## config.mk

```make
export PLATFORM = sky130hd
export DESIGN_NAME = link_arbiter
export DESIGN_NICKNAME = d
export VERILOG_FILES = /design/src/rtl/link_arbiter.sv
export SDC_FILE = /design/constraint.sdc
export NUM_CORES = 1
export LEC_CHECK = 0
export CAP_MARGIN = 0
export CORE_MARGIN = 5
export CORE_UTILIZATION = 50
export CTS_BUF_LIST = sky130_fd_sc_hd__clkbuf_16
export DETAILED_ROUTE_END_ITERATION = 8
export PLACE_DENSITY_LB_ADDON = 0.1
export SYNTH_ARGS = -nofsm -noshare
export SYNTH_HDL_FRONTEND = slang
export SYNTH_SLANG_ARGS = --single-unit
```

## constraint.sdc

```tcl
create_clock -name HCLK -period 2.87 [get_ports HCLK]
set_clock_uncertainty 0.2 [all_clocks]
set_input_delay 0.574 -clock HCLK [delete_from_list [all_inputs] [get_ports HCLK]]
set_output_delay 0.574 -clock HCLK [all_outputs]
set_load 0.05 [all_outputs]
```

## src/rtl/link_arbiter.sv

```systemverilog
// link_arbiter: shares one outgoing link between two 4-phase Req/Ack sources.
// Round-robin grant, held for a whole packet of PKT_WORDS registered words.
//
// Ports:
//   HCLK, HRESETn            clock, asynchronous active-low reset
//   S0_Req/S0_Ack/S0_Data    source 0 handshake and word
//   S1_Req/S1_Ack/S1_Data    source 1 handshake and word
//   M_Req/M_Ack/M_Data       outgoing link handshake and word
//   Grant                    one-hot current owner, 0 when idle
//   Busy                     high while a packet is in progress
module link_arbiter #(
    parameter int DATA_WIDTH = 32,
    parameter int PKT_WORDS  = 2
) (
    input  logic                  HCLK,
    input  logic                  HRESETn,
    input  logic                  S0_Req,
    output logic                  S0_Ack,
    input  logic [DATA_WIDTH-1:0] S0_Data,
    input  logic                  S1_Req,
    output logic                  S1_Ack,
    input  logic [DATA_WIDTH-1:0] S1_Data,
    output logic                  M_Req,
    input  logic                  M_Ack,
    output logic [DATA_WIDTH-1:0] M_Data,
    output logic [1:0]            Grant,
    output logic                  Busy
);

    localparam int WW = (PKT_WORDS > 1) ? $clog2(PKT_WORDS) : 1;
    localparam logic [WW-1:0] LAST_WORD = WW'(PKT_WORDS - 1);

    typedef enum logic [2:0] {
        IDLE,
        CAPTURE,
        SEND,
        RELEASE,
        NEXT
    } state_t;

    state_t                state_q, state_d;
    logic [WW-1:0]         wcnt_q, wcnt_d;
    logic [DATA_WIDTH-1:0] hold_q, hold_d;
    logic [DATA_WIDTH-1:0] mdata_q, mdata_d;
    logic [1:0]            grant_q, grant_d;
    logic                  last_q, last_d;
    logic                  ack0_q, ack0_d;
    logic                  ack1_q, ack1_d;
    logic                  mreq_q, mreq_d;

    logic                  own_req;
    logic [DATA_WIDTH-1:0] own_data;
    logic                  pick1;

    assign own_req  = grant_q[1] ? S1_Req : S0_Req;
    assign own_data = grant_q[1] ? S1_Data : S0_Data;
    // last_q holds the previous owner index; on a tie the other side wins.
    assign pick1    = S1_Req & (~S0_Req | ~last_q);

    always_comb begin
        state_d = state_q;
        wcnt_d  = wcnt_q;
        hold_d  = hold_q;
        mdata_d = mdata_q;
        grant_d = grant_q;
        last_d  = last_q;
        ack0_d  = ack0_q;
        ack1_d  = ack1_q;
        mreq_d  = mreq_q;
        case (state_q)
            IDLE: begin
                if (S0_Req | S1_Req) begin
                    grant_d = pick1 ? 2'b10 : 2'b01;
                    hold_d  = pick1 ? S1_Data : S0_Data;
                    ack0_d  = ~pick1;
                    ack1_d  = pick1;
                    wcnt_d  = '0;
                    state_d = CAPTURE;
                end
            end
            CAPTURE: begin
                if (!own_req) begin
                    ack0_d  = 1'b0;
                    ack1_d  = 1'b0;
                    mdata_d = hold_q;
                    mreq_d  = 1'b1;
                    state_d = SEND;
                end
            end
            SEND: begin
                if (M_Ack) begin
                    mreq_d  = 1'b0;
                    state_d = RELEASE;
                end
            end
            RELEASE: begin
                if (!M_Ack) begin
                    if (wcnt_q == LAST_WORD) begin
                        grant_d = 2'b00;
                        last_d  = grant_q[1];
                        state_d = IDLE;
                    end else begin
                        wcnt_d  = wcnt_q + 1'b1;
                        state_d = NEXT;
                    end
                end
            end
            NEXT: begin
                if (own_req) begin
                    hold_d  = own_data;
                    ack0_d  = grant_q[0];
                    ack1_d  = grant_q[1];
                    state_d = CAPTURE;
                end
            end
            default: begin
                state_d = IDLE;
            end
        endcase
    end

    always_ff @(posedge HCLK or negedge HRESETn) begin
        if (!HRESETn) begin
            state_q <= IDLE;
            wcnt_q  <= '0;
            hold_q  <= '0;
            mdata_q <= '0;
            grant_q <= 2'b00;
            last_q  <= 1'b1;
            ack0_q  <= 1'b0;
            ack1_q  <= 1'b0;
            mreq_q  <= 1'b0;
        end else begin
            state_q <= state_d;
            wcnt_q  <= wcnt_d;
            hold_q  <= hold_d;
            mdata_q <= mdata_d;
            grant_q <= grant_d;
            last_q  <= last_d;
            ack0_q  <= ack0_d;
            ack1_q  <= ack1_d;
            mreq_q  <= mreq_d;
        end
    end

    assign S0_Ack = ack0_q;
    assign S1_Ack = ack1_q;
    assign M_Req  = mreq_q;
    assign M_Data = mdata_q;
    assign Grant  = grant_q;
    assign Busy   = (state_q != IDLE);

endmodule

```

; Word-level counts from Yosys, hierarchy flattened
; Cells that the tools add are included.
[totals]
ff_bits = 74
input_bits = 69
out_inout_bits = 38
word_cells = 74
[op_classes]
addsub = 1
eq_ne = 10
n_mux = 32
n_bitwise = 8
reduce_logical = 14
[ops]
columns = cell, n
row1 = two-way mux 32 bit, 4
row2 = case mux 32 bit (2 select lines), 1
row3 = two-way mux 3 bit, 6
row4 = case mux 3 bit (5 select lines), 1
row5 = inequality test 2 bit (second input constant), 6
row6 = AND reduction 3 bit, 4
row7 = two-way mux 1 bit, 11
row8 = two-way mux 2 bit, 4
row9 = AND reduction 4 bit, 2
row10 = equality test 3 x 2 -> 1 bit (second input constant), 2
row11 = case mux 1 bit (3 select lines), 2
row12 = nonzero test 2 bit, 3
row13 = nonzero test 3 bit, 2
row14 = NOT 1 bit, 5
row15 = AND reduction 5 bit, 1
row16 = case mux 1 bit (2 select lines), 2
row17 = case mux 2 bit (2 select lines), 1
row18 = equality test 3 x 1 -> 1 bit (second input constant), 1
row19 = equality test 3 bit (second input constant), 1
row20 = logical NOT 3 bit, 1
row21 = bitwise OR 1 bit, 2
row22 = AND reduction 2 bit, 1
row23 = adder 1 bit (second input constant), 1
row24 = AND 1 bit, 1

; Longest topological paths before layout
[depth]
depth_word = 6
depth_mapped = 7
mapped_depth_nobuf = 4

; Least setup slack after synthesis
; No wires, ideal clock.
[synth_path]
path_type = reg2reg
start = reg grant_q[1], in the netlist Grant[1]
end = reg mdata_q[11], in the netlist M_Data[11]
setup_time_ps = 125
t_arrival_ps = 1982
t_required_ps = 2545
setup_slack_ps = 564
stages_incl_launch_ff = 7
path_buffers = 2
period_less_slack_ps = 2306
path_cell_list = dfrtp_1 -> buf_6 -> mux2i_4 -> nand2_1 -> nor2_1 -> buf_4 -> mux2_2
[synth_between]
elab_chain_cells = 3
[synth_rtl]
columns = element, line
row1 = start: declaration, 45  ; logic [1:0] grant_q, grant_d;
row2 = start signal: assignment, 138  ; grant_q <= grant_d;
row3 = two-way mux 1 bit, 55  ; assign own_req = grant_q[1] ? S1_Req : S0_Req;
row4 = NOT 1 bit (no source line), -
row5 = AND reduction 2 bit (no source line), -
row6 = end signal: assignment, 137  ; mdata_q <= mdata_d;
row7 = end: declaration, 44  ; logic [DATA_WIDTH-1:0] mdata_q, mdata_d;
; Every way passes these cells.
; A chain may end at the register's enable or synchronous reset.

; Worst setup path after layout
[layout_path]
start = reg state_q[2]
end = out Busy
[layout_between]
elab_chain_cells = 1
[layout_rtl]
columns = element, line
row1 = start: declaration, 41  ; state_t state_q, state_d;
row2 = start signal: assignment, 134  ; state_q <= state_d;
row3 = nonzero test 3 bit, 151  ; assign Busy = (state_q != IDLE);
row4 = end: declaration, 27  ; output logic Busy
; Every way passes these cells.

==> flow_summary.json <==
{
  "outcome": "complete, no violations",
  "critPathRequiredTime_ns": 2.10,
  "hold_class": "input pin to asynchronous set/reset pin",
  "place_area_sq_um": 4990,
  "final.setup.tns_ns": 0,
  "clockBufferDepth": 2,
  "slowest_stage": "clkdlybuf4s50_1",
  "cp_num_cells": 2,
  "p_leak_nw": 2.28,
  "dp_hpwl_um": 6140,
  "fillerInstances": 598,
  "die_width_um": 97.6,
  "cts.sinks": 74,
  "cts_hold_buf": 0,
  "cp_cell_sequence": "or3_1 -> clkdlybuf4s50_1",
  "grt_pass1_vias": 3233,
  "drt_pass1_iterations": 4,
  "met3_usage_pct": 4.16,
  "wl_um": 9090,
  "core_area_sq_um": 7610,
  "drive_gt1_share_pct": 14.4,
  "min_period_ns": 2.70,
  "seq_area_frac_synth_pct": 48.3,
  "syn-num-nets": 441,
  "cts_tree": "built",
  "power_density_nw_per_um2": 1140,
  "grt_usage_pct": 19.5,
  "root_buffer": "clkbuf_16",
  "period_share_pct": 94.1,
  "finalSetupViolCount": 0,
  "ir_drop_mv": 0.818,
  "cts.htree.levels": 3,
  "post_cts_buffers": 0,
  "grt_max_degree": 75,
  "grt.busiest_layer": "met2",
  "clkTransAtPathRegs_ns": 0.06,
  "path_delay_family": "buffers and inverters",
  "gp_congestion": 0.811,
  "synth_largest_area_cell": "dfrtp_1",
  "yosys-top-cells-count": "dfrtp_1 (73), nand2_1 (69), a21oi_1 (36)",
  "report.final.slew_viol_count": 0,
  "reg2reg_from": "state_q[0]$_DFFE_PN0P_",
  "ant_nets": 0,
  "ys_seq_elements": 74,
  "syn_to_final_growth_pct": 38.1,
  "fmaxAchievable_ghz": 0.370,
  "rows": 32,
  "ys_types": 32,
  "yosysTopAreaCellShare_pct": 47.6,
  "final_cell_area_sq_um": 5300,
  "initial_core_util_pct": 50.4,
  "cts_made_buffers": 9,
  "drc_errors": 0,
  "synth-edff-count": 0,
  "async_flop_share_pct": 100,
  "insertion_delay_ns": 0.32,
  "io_buffers": 106,
  "num_vias": 3158,
  "rsz0062_at_grt": "false",
  "rr_worst_depth": 6,
  "die-height_um": 97.6,
  "syn-cell-area_sq_um": 3830,
  "pre_cts_slack_ns": 0.256,
  "startpoint": "state_q[2]$_DFFE_PN0P_",
  "crit_type": "flip-flop to output pin",
  "hold_violations": 0,
  "post_cts_resized": 0,
  "setup_ws_ns": 0.169,
  "maxCapViolCount": 0,
  "grt-ovfl-total": 0,
  "wl_per_cell_um": 15.8,
  "synthTopCellsByArea": "dfrtp_1 (48%), mux2_2 (10%), mux2i_1 (8.4%)",
  "dieArea_sq_um": 9520,
  "viasPerCell": 5.50,
  "grt_pass1_wl_um": 15300,
  "nets": 537,
  "synth_most_common_cell": "dfrtp_1",
  "worst-path-buf-inv": 1,
  "maxSlewHeadroom_pct": 40.2,
  "cp-start-kind": "flip-flop",
  "ys.flop_type": "dfrtp_1",
  "yosys_warnings": 0,
  "synthCells": 372,
  "crit_path_max_incr_delay_ns": 0.71,
  "crit_path_end_kind": "output pin",
  "ios": 107,
  "use_met2_pct": 31.6,
  "avgSynthCellArea_sq_um": 10.3,
  "cp.arrival_ns": 1.93,
  "antenna_found_initial": 0,
  "drtIter0Drc": 118,
  "whs_ns": 0.170,
  "worst_slew_pin_slew_ns": 0.897,
  "antenna_cells": 0,
  "use_met1_pct": 25.9,
  "worst-path-max-fanout": 11
}
## state kept, by name (all words and copies together) (netlist names)
name     cells
state_q      3
S0_Ack       1
Grant        2
S1_Ack       1
wcnt_q       1
hold_q      32
last_q       1
M_Req        1
M_Data      32
## cells by family (layout without fill, tap and decap cells)
family	count (synthesis)	after routing	share of synthesized area (%)
buf+inv	33	133	4.63
compound gates	113	113	18.7
xor+xnor	1	1	0.228
mux	68	68	19.2
flops	74	74	48.3
simple gates	82	82	8.68
fa+ha+maj	1	1	0.261
## per-layer routing
| metal | vias up | share of wire, % | wire, um |
|---|---|---|---|
| met2 | 78 | 49 | 4480 |
| met4 | 0 | 0.95 | 86 |
| met1 | 1547 | 45 | 4080 |
| li1 | 1523 | - | - |
| met3 | 10 | 4.9 | 441 |
| met5 | - | 0 | 0 |
## metrics by stage
stage | total power [mW] | utilization, % | instances
final | 6.03 | 69.6 | 574
after global routing | 6.37 | 69.6 | 574
after CTS | 6.09 | 69.6 | 574
after detailed placement | 4.91 | 65.6 | 559
after global placement | 4.82 | 65.6 | 559
after floorplan | 3.96 | - | 372
## worst reg2reg max path: stages, from the launching register on
cell     delay (ns)
dfrtp_1        0.34
buf_4          0.19
nor2b_1        0.24
nand2_1        0.13
nor2_4         0.13
buf_12         0.21
mux2_2         0.40
## report_power, final
part	internal, mW	switching [mW]
sequential	1.53	0.276
clock	0.750	0.398
combinational	1.27	1.81
total	3.55	2.48
## final cells by class
| type | count | area, sq um | share of cell area, % |
|---|---|---|---|
| timing repair buffer | 116 | 1170 | 22.1 |
| inverter | 2 | 7.51 | 0.142 |
| tap | 102 | 128 | 2.41 |
| sequential | 74 | 1850 | 35.0 |
| multi-input combinational | 265 | 1830 | 34.6 |
| clock inverter | 6 | 82.6 | 1.56 |
| clock buffer | 9 | 225 | 4.25 |
## worst paths after layout
| kind | end | slack (ns) |
|---|---|---|
| setup / recovery | Busy | 0.17 |
| hold / removal | hold_q[6]$_DFFE_PN0P_ | 0.17 |
| setup reg to reg | M_Data[30]$_DFFE_PN0P_ | 0.91 |
| hold reg to reg | hold_q[27]$_DFFE_PN0P_ | 0.28 |
| max in group asynchronous | Grant[1]$_DFFE_PN0P_ | 1.67 |
| min in group HCLK | hold_q[27]$_DFFE_PN0P_ | 0.28 |
## cells in the final DEF (no fill, tap or decap), types with 2 or more instances in the layout
cell type        instances
nor2_1                   5
clkdlybuf4s50_1        104
a21oi_1                 36
nand2_1                 69
o21ai_1                 32
a22o_1                  34
mux2i_1                 32
buf_4                    9
o21ai_0                  5
clkinv_2                 2
dfrtp_1                 72
clkbuf_16                9
bufinv_16                2
inv_1                    2
mux2_2                  34
o31ai_1                  2
buf_12                   3
No activity file was read; power rests on OpenSTA's default activity.
